File: config.mk
export PLATFORM = sky130hd
export DESIGN_NAME = fetch_line_ctrl_flat
export DESIGN_NICKNAME = d
export VERILOG_FILES = /design/src/rtl/fetch_line_ctrl_if.sv /design/src/rtl/fetch_line_ctrl.sv /design/src/flat_wrapper.sv
export SDC_FILE = /design/constraint.sdc
export NUM_CORES = 1
export LEC_CHECK = 0
export CAP_MARGIN = 20
export CORE_UTILIZATION = 35
export CTS_CLUSTER_DIAMETER = 80
export CTS_CLUSTER_SIZE = 14
export DETAILED_ROUTE_END_ITERATION = 8
export MAX_ROUTING_LAYER = met4
export PLACE_DENSITY = 0.65
export SYNTH_ARGS = -nofsm -noshare
export SYNTH_HDL_FRONTEND = slang
export SYNTH_SLANG_ARGS = --single-unit
File: constraint.sdc
create_clock -name clk_i -period 7.98 [get_ports clk_i]
set_input_delay 0.798 -clock clk_i [delete_from_list [all_inputs] [get_ports clk_i]]
set_output_delay 0.798 -clock clk_i [all_outputs]
set_load 0.02 [all_outputs]
File: src/rtl/fetch_line_ctrl_if.sv
// Fetch line controller bus bundle: PC/presence inputs, decode handshake,
// presence_check feedback and the i-cache request/response channel.
// master = the fetch line controller, slave = its surroundings.
interface fetch_line_ctrl_if #(
    parameter int XLEN          = 32,
    parameter int ILEN          = 32,
    parameter int ICACHE_OFFSET = 2
);
    localparam int LINE_W = ILEN * (2 ** ICACHE_OFFSET);

    logic              flush_i;
    logic [XLEN-1:0]   pc_i;
    logic              pc_valid_i;
    logic              here_i;
    logic              will_be_here_i;
    logic [ILEN-1:0]   instr_o;
    logic              instr_valid_o;
    logic              instr_ready_i;
    logic [XLEN-1:0]   line_pc_o;
    logic              line_valid_o;
    logic [XLEN-1:0]   prev_pc_o;
    logic              icache_req_valid_o;
    logic              icache_req_ready_i;
    logic [XLEN-1:0]   icache_req_addr_o;
    logic              icache_resp_valid_i;
    logic [LINE_W-1:0] icache_resp_line_i;

    modport master (
        input  flush_i, pc_i, pc_valid_i, here_i, will_be_here_i, instr_ready_i,
               icache_req_ready_i, icache_resp_valid_i, icache_resp_line_i,
        output instr_o, instr_valid_o, line_pc_o, line_valid_o, prev_pc_o,
               icache_req_valid_o, icache_req_addr_o
    );

    modport slave (
        output flush_i, pc_i, pc_valid_i, here_i, will_be_here_i, instr_ready_i,
               icache_req_ready_i, icache_resp_valid_i, icache_resp_line_i,
        input  instr_o, instr_valid_o, line_pc_o, line_valid_o, prev_pc_o,
               icache_req_valid_o, icache_req_addr_o
    );
endinterface

File: src/rtl/fetch_line_ctrl.sv
// Instruction-fetch line controller: one buffered i-cache line, single
// outstanding line request, zero-latency hit path to decode.
// Optional macro FETCH_PERF_CNT_EN adds saturating hit/miss counters.
module fetch_line_ctrl #(
    parameter int XLEN          = 32,
    parameter int ILEN          = 32,
    parameter int OFFSET        = 2,
    parameter int ICACHE_OFFSET = 2
) (
    input  logic               clk_i,
    input  logic               rst_i,
    fetch_line_ctrl_if.master  bus
`ifdef FETCH_PERF_CNT_EN
    ,
    output logic [31:0]        hit_cnt_o,
    output logic [31:0]        miss_cnt_o
`endif
);
    localparam int WORDS = 2 ** ICACHE_OFFSET;
    localparam int LOW   = ICACHE_OFFSET + OFFSET;

    typedef enum logic [1:0] {IDLE, REQ, WAIT, DRAIN} state_t;

    state_t                      state;
    logic [WORDS-1:0][ILEN-1:0]  line_buf;
    logic [XLEN-1:0]             line_pc;
    logic                        line_valid;
    logic [XLEN-1:0]             prev_pc;
    logic                        req_valid;
    logic [XLEN-1:0]             req_addr;
    logic                        drain_pend;

    logic [ICACHE_OFFSET-1:0]    word_sel;
    logic                        hit;
    logic                        miss;

    assign word_sel = bus.pc_i[LOW-1:OFFSET];
    assign hit      = bus.pc_valid_i & bus.here_i & ~bus.flush_i;
    assign miss     = bus.pc_valid_i & ~bus.here_i & ~bus.flush_i;

    // Hit path is purely combinational so a buffered line costs no cycles;
    // instr_o is a function of pc_i and the buffer, so it holds while pc_i holds.
    assign bus.instr_valid_o      = hit;
    assign bus.instr_o            = hit ? line_buf[word_sel] : '0;
    assign bus.line_pc_o          = line_pc;
    assign bus.line_valid_o       = line_valid;
    assign bus.prev_pc_o          = prev_pc;
    assign bus.icache_req_valid_o = req_valid;
    assign bus.icache_req_addr_o  = req_addr;

    // A new request is only ever issued from IDLE, so will_be_here_i stalling
    // in WAIT falls out of the state machine; the byte offset never matters.
    logic unused_inputs;
    assign unused_inputs = &{1'b0, bus.will_be_here_i, bus.instr_ready_i,
                             bus.pc_i[OFFSET-1:0]};

    // Request/response state machine; flush always drops the buffered line.
    always_ff @(posedge clk_i) begin
        if (rst_i) begin
            state      <= IDLE;
            line_pc    <= '0;
            line_valid <= 1'b0;
            prev_pc    <= '0;
            req_valid  <= 1'b0;
            req_addr   <= '0;
            drain_pend <= 1'b0;
        end else begin
            case (state)
                IDLE: begin
                    // Responses seen here are stale (e.g. across a reset) and dropped.
                    if (miss) begin
                        req_addr   <= {bus.pc_i[XLEN-1:LOW], {LOW{1'b0}}};
                        req_valid  <= 1'b1;
                        drain_pend <= 1'b0;
                        state      <= REQ;
                    end
                end
                REQ: begin
                    if (bus.flush_i) drain_pend <= 1'b1;
                    if (bus.icache_req_ready_i) begin
                        prev_pc   <= req_addr;
                        req_valid <= 1'b0;
                        state     <= (bus.flush_i | drain_pend) ? DRAIN : WAIT;
                    end
                end
                WAIT: begin
                    if (bus.icache_resp_valid_i) begin
                        // A flush landing with the response kills it outright.
                        if (!bus.flush_i) begin
                            line_buf   <= bus.icache_resp_line_i;
                            line_pc    <= prev_pc;
                            line_valid <= 1'b1;
                        end
                        state <= IDLE;
                    end else if (bus.flush_i) begin
                        state <= DRAIN;
                    end
                end
                DRAIN: begin
                    if (bus.icache_resp_valid_i) state <= IDLE;
                end
                default: state <= IDLE;
            endcase
            if (bus.flush_i) line_valid <= 1'b0;
        end
    end

`ifdef FETCH_PERF_CNT_EN
    // Saturating hit (accepted instruction) and miss (new request) counters.
    always_ff @(posedge clk_i) begin
        if (rst_i) begin
            hit_cnt_o  <= '0;
            miss_cnt_o <= '0;
        end else begin
            if (hit && bus.instr_ready_i && hit_cnt_o != '1)
                hit_cnt_o <= hit_cnt_o + 32'd1;
            if (state == IDLE && miss && miss_cnt_o != '1)
                miss_cnt_o <= miss_cnt_o + 32'd1;
        end
    end
`endif
endmodule
File: src/flat_wrapper.sv
// flat-port wrapper written by rule: the top's interface ports become plain ports
module fetch_line_ctrl_flat 
#(
    parameter int XLEN          = 32,
    parameter int ILEN          = 32,
    parameter int OFFSET        = 2,
    parameter int ICACHE_OFFSET = 2
)
  (clk_i, rst_i, bus_flush_i, bus_pc_i, bus_pc_valid_i, bus_here_i, bus_will_be_here_i, bus_instr_ready_i, bus_icache_req_ready_i, bus_icache_resp_valid_i, bus_icache_resp_line_i, bus_instr_o, bus_instr_valid_o, bus_line_pc_o, bus_line_valid_o, bus_prev_pc_o, bus_icache_req_valid_o, bus_icache_req_addr_o);
  fetch_line_ctrl_if #(.XLEN(XLEN), .ILEN(ILEN), .ICACHE_OFFSET(ICACHE_OFFSET)) bus_i ();
  input  logic clk_i;
  input  logic rst_i;
  input wire logic [$bits(bus_i.flush_i)-1:0] bus_flush_i;
  input wire logic [$bits(bus_i.pc_i)-1:0] bus_pc_i;
  input wire logic [$bits(bus_i.pc_valid_i)-1:0] bus_pc_valid_i;
  input wire logic [$bits(bus_i.here_i)-1:0] bus_here_i;
  input wire logic [$bits(bus_i.will_be_here_i)-1:0] bus_will_be_here_i;
  input wire logic [$bits(bus_i.instr_ready_i)-1:0] bus_instr_ready_i;
  input wire logic [$bits(bus_i.icache_req_ready_i)-1:0] bus_icache_req_ready_i;
  input wire logic [$bits(bus_i.icache_resp_valid_i)-1:0] bus_icache_resp_valid_i;
  input wire logic [$bits(bus_i.icache_resp_line_i)-1:0] bus_icache_resp_line_i;
  output wire logic [$bits(bus_i.instr_o)-1:0] bus_instr_o;
  output wire logic [$bits(bus_i.instr_valid_o)-1:0] bus_instr_valid_o;
  output wire logic [$bits(bus_i.line_pc_o)-1:0] bus_line_pc_o;
  output wire logic [$bits(bus_i.line_valid_o)-1:0] bus_line_valid_o;
  output wire logic [$bits(bus_i.prev_pc_o)-1:0] bus_prev_pc_o;
  output wire logic [$bits(bus_i.icache_req_valid_o)-1:0] bus_icache_req_valid_o;
  output wire logic [$bits(bus_i.icache_req_addr_o)-1:0] bus_icache_req_addr_o;
  assign bus_i.flush_i = bus_flush_i;
  assign bus_i.pc_i = bus_pc_i;
  assign bus_i.pc_valid_i = bus_pc_valid_i;
  assign bus_i.here_i = bus_here_i;
  assign bus_i.will_be_here_i = bus_will_be_here_i;
  assign bus_i.instr_ready_i = bus_instr_ready_i;
  assign bus_i.icache_req_ready_i = bus_icache_req_ready_i;
  assign bus_i.icache_resp_valid_i = bus_icache_resp_valid_i;
  assign bus_i.icache_resp_line_i = bus_icache_resp_line_i;
  assign bus_instr_o = bus_i.instr_o;
  assign bus_instr_valid_o = bus_i.instr_valid_o;
  assign bus_line_pc_o = bus_i.line_pc_o;
  assign bus_line_valid_o = bus_i.line_valid_o;
  assign bus_prev_pc_o = bus_i.prev_pc_o;
  assign bus_icache_req_valid_o = bus_i.icache_req_valid_o;
  assign bus_icache_req_addr_o = bus_i.icache_req_addr_o;
  fetch_line_ctrl #(.XLEN(XLEN), .ILEN(ILEN), .OFFSET(OFFSET), .ICACHE_OFFSET(ICACHE_OFFSET)) u_core (.clk_i(clk_i), .rst_i(rst_i), .bus(bus_i));
endmodule
After elaboration in Yosys (flattened, before gate mapping)
Index checks and enable logic that the tools add are counted.

word-level totals
  output and inout port bits = 131
  register bits = 217
  word-level logic and storage cells = 55
  input port bits = 169

cells by class
  bitwise gates (word level) = 8
  reductions and logical operators = 11
  multiplexer cells = 16
  eq/ne operators = 8
  order comparisons = 1

operators by type and width
  kind                number
  $bmux 32 s2         1
  $mux 32             2
  $mux 2              5
  $reduce_and 3->1    3
  $pmux 2 s4          1
  $reduce_and 4->1    2
  $ne 2x2->1 const B  3
  $reduce_and 2->1    3
  $mux 1              5
  $and 1x1->1         4
  $eq 2x2->1 const B  2
  $pmux 1 s2          2
  $lt 2x3->1 const B  1
  $ne 3x3->1 const B  1
  $not 1->1           3
  $eq 2x1->1 const B  1
  $logic_not 2->1     1
  $ne 2x1->1 const B  1
  $reduce_bool 2->1   1
  $reduce_or 2->1     1
  $or 1x1->1          1

Logic depth before layout (Yosys ltp)
  word-level depth = 5
  mapped depth = 6
  depth with buffers taken out = 3

Least setup slack after synthesis
OpenSTA, ideal clock, no wires.

  kind = input to register
  from = input rst_i
  to = register u_core.line_buf[0] (netlist bit) (enable)
  data required time = 7.363 ns
  arrival = 6.636 ns
  slack = 0.726 ns
  buffers on the path = 3
  cell stages on the path = 4
  setup time = 0.617 ns
  cells stage by stage = clkbuf_1 > clkbuf_1 > buf_2 > nor2_1

between the ends
  word-level cells in the longest chain between the ends = 2

RTL lines
  what                               line                   source
  start: declaration                 flat_wrapper.sv:12     input logic rst_i;
  $not 1->1 (no source line)         -
  $reduce_and 4->1 (no source line)  -
  end signal: assignment             fetch_line_ctrl.sv:90  line_buf <= bus.icache_resp_line_i;
  end: declaration                   fetch_line_ctrl.sv:25  logic [WORDS-1:0][ILEN-1:0] line_buf;

No other way between the ends.
A chain may end at the register's enable or synchronous reset.

Worst setup path in the final report
  from = input bus_flush_i
  to = output bus_instr_o[19]

between the ends
  word-level cells in the longest chain between the ends = 3

RTL lines
  what                line                   source
  start: declaration  flat_wrapper.sv:13     input wire logic [$bits(bus_i.flush_i)-1:0] bus_flush_i;
  $not 1->1           fetch_line_ctrl.sv:38  assign hit = bus.pc_valid_i & bus.here_i & ~bus.flush_i;
  $and 1x1->1         fetch_line_ctrl.sv:38
  $mux 32             fetch_line_ctrl.sv:44  assign bus.instr_o = hit ? line_buf[word_sel] : '0;
  end: declaration    flat_wrapper.sv:22     output wire logic [$bits(bus_i.instr_o)-1:0] bus_instr_o;

No other way between the ends.

==> flow_summary.toml <==
[synth]
synthArstFlopShare = 0
synth_most_common_cell = "edfxtp_1"
synth_warnings = 0
netlist_instances = 610
yosys.area.top_type_share = 0.4617
synth_top_cell_by_area = "edfxtp_1"
ys_top_cells_by_count = "edfxtp_1, nand2_1, dfxtp_1"
ys_seq_elements = 217
syn_area_per_cell_sq_um = 13.65
ys_types = 29
synth.area.top_cells = "edfxtp_1, dfxtp_1, mux4_2"
synth_edf_count = 128
ys_seq_area_frac = 0.6758
ys.flop_type = "edfxtp_1"
syn_area_sq_um = 8324

[pwr]
ir_drop_mv = 0.1322
leakage_nw = 3.856
p_per_area_nw_per_um2 = 186.6

[floorplanning]
die_x_um = 156.2
die_area_sq_um = 24400
num_io_pins = 300
rows = 56
initial_utilization = 0.3557
coreArea_sq_um = 23400
fp.dieH_um = 156.2

[sta]
final_hold_viol_count = 0
fin_setup_tns_ps = 0
relSlewSlack = 0.3877
setup_violations = 0
final.setup_skew_ps = 9.071
hold_slack_ps = 452.7
clock.fmax_mhz = 273.2
post-route-period-util = 0.4587
drv_slew = 0
period_minus_slack_ps = 3660
setup_ws_ps = 4320
max_slew.worst_pin.slew_ps = 918.4
rsz0062_at_grt = "no"

[worst_setup_path]
start_kind = "input pin"
cp-end-kind = "primary output"
cp_max_fo = 33
path_common_cell = "clkdlybuf4s50_1"
r2r_end = "u_core.line_buf[81]$_DFFE_PP_"
worst-endpoint-required_ps = 7180
critPathMaxStageDelay_ps = 640
path_cells = "clkdlybuf4s50_1 > nand3b_1 > buf_4 > nor2b_1 > clkdlybuf4s50_1"
r2r_cells = 5
regToRegStartpoint = "u_core.state[0]$_SDFFE_PP0P_"
critical-path-slowest-cell = "clkdlybuf4s50_1"
arrival_ps = 2860
ff2ff_setup_slack_ps = 5100
crit_type = "input pin to primary output"
critPathLaunch = "bus_flush_i"

[clock_network]
post_cts_resized = 0
cts.path.max_buffers = 3
htree_levels = 1
clock_sinks = 217
tritoncts = "yes"
clk-insertion-delay-late_ps = 490
path_clk_slew_ps = 60
cts_inserted_buffers = 19
postCtsSetupRepairBufs = 0
cts_root_buf = "clkbuf_16"
hold_buffers = 0

[placement]
port_buffers = 283
pre_cts_slack_ps = 3968
place.gp.congestion = 0.7561
hpwlAfterDp_um = 14520

[drt]
vias = 5536
via_per_inst = 4.560
first_iter_violations = 265
ant_nets = 0
drc = 0
routedWlPerCell_um = 17.62
dr.pass1.iters = 4
wl_um = 21390

[finish]
areaGrowthSynthToFinish_pct = 43.32
layout.nets = 1052
drive_above_1_share = 0.07615

[global_routing]
grt_antenna_before_repair = 2
grt.busiest_layer = "met2"
gr-usage-met3 = 0.08059
overflow = 0
track_usage = 0.1770
grt_pass1_wl_um = 31660
grt_pass1_vias = 5494
grt_max_degree = 74
met1_usage = 0.1945
gr-usage-met2 = 0.2955

[status]
status = "complete, no violations"

[job]
max_cap_viol_count = 0

[min_path]
min_path_type = "flip-flop to flip-flop"
min_from = "u_core.bus.line_pc_o[28]$_SDFFE_PP0P_"
min_to = "u_core.bus.line_pc_o[28]$_SDFFE_PP0P_"
holdPathStages = 2
## per-stage QoR
step / std cells / power (mW) / utilization / area, sq um
2_1_floorplan: 621 / 1.303 / - / 8366
3_3_place_gp: 1181 / 1.410 / 0.4871 / 11400
3_5_place_dp: 1181 / 1.412 / 0.4871 / 11400
4_1_cts: 1212 / 2.265 / 0.5096 / 11930
5_1_grt: 1214 / 2.320 / 0.5098 / 11930
6_report: 1214 / 2.226 / 0.5098 / 11930
## critical path, delay by kind of cell
family	cells	cell delay, ps
simple gates	2	530
buf+inv	3	1510
## state kept, by name, indices dropped and copies added, names as in the netlist
name                           cells
u_core.drain_pend                  1
u_core.bus.line_pc_o              28
u_core.state                       2
u_core.bus.icache_req_valid_o      1
u_core.line_buf                  128
u_core.bus.icache_req_addr_o      28
u_core.bus.line_valid_o            1
u_core.bus.prev_pc_o              28
## metal layers
metal,part of all wire,vias up
li1,-,2672
met1,0.38,2609
met2,0.47,235
met3,0.14,20
met4,0.013,0
met5,0,-
## cells in the final DEF, fill, tap and decap left out
master / synthesis / routed
clkdlybuf4s50_1: 0 / 280
edfxtp_1: 128 / 128
nand2_1: 113 / 113
dfxtp_1: 89 / 89
nand2b_1: 59 / 59
a21oi_1: 59 / 59
mux4_2: 32 / 32
nor2b_1: 32 / 32
mux2i_1: 28 / 28
clkbuf_16: 0 / 19
conb_1: 1 / 12
clkbuf_1: 17 / 11
buf_4: 16 / 10
diode_2: 0 / 2
nand3b_1: 2 / 2
nor2_1: 3 / 2
buf_2: 12 / 2
inv_1: 1 / 1
nand4bb_2: 0 / 1
nor2_4: 0 / 1
nand3_1: 1 / 1
or3_1: 1 / 1
or3b_1: 1 / 1
o21ai_0: 1 / 1
nand4b_1: 1 / 1
o211ai_1: 1 / 1
and3_2: 0 / 1
and3b_1: 1 / 1
nor4bb_4: 0 / 1
or4bb_1: 1 / 1
o21ai_1: 1 / 1
inv_6: 0 / 1
## cells by family (layout without fill, tap and decap cells)
family,after synthesis,after routing,share of synthesized area
flip-flops,217,217,0.6758
AO/OA/AOI/OAI,62,62,0.03758
multiplexers,60,60,0.1202
buffers and inverters,52,324,0.03427
other,1,14,0.0004505
AND/OR/NAND/NOR,218,218,0.1317
## worst max-delay path by stage
stage / to / slack (ps) / depth (start not counted)
detailed placement: u_core.line_buf[17]$_DFFE_PP_ / 3970 / 6
global placement: u_core.line_buf[17]$_DFFE_PP_ / 3990 / 6
CTS: bus_instr_o[19] / 4260 / 5
floorplan: u_core.line_buf[0]$_DFFE_PP_ / 730 / 4
global route: bus_instr_o[19] / 4220 / 5
finish: bus_instr_o[19] / 4320 / 5
## power breakdown
| group | internal (mW) | switching (mW) |
|---|---|---|
| Clock | 0.445 | 0.395 |
| Sequential | 1.19 | 0.00613 |
| Combinational | 0.117 | 0.0710 |
## final cells by class
class                   count  area, sq um
clock inverters             1        8.758
repair buffers            292         2888
flip-flops and latches    217         5625
multi-input cells         352         2484
fillers                  2093        11470
well taps                 319        399.1
inverters                   1        3.754
clock buffers              30        516.7
diodes                      2        5.005
(Power assumes the default switching activity.)
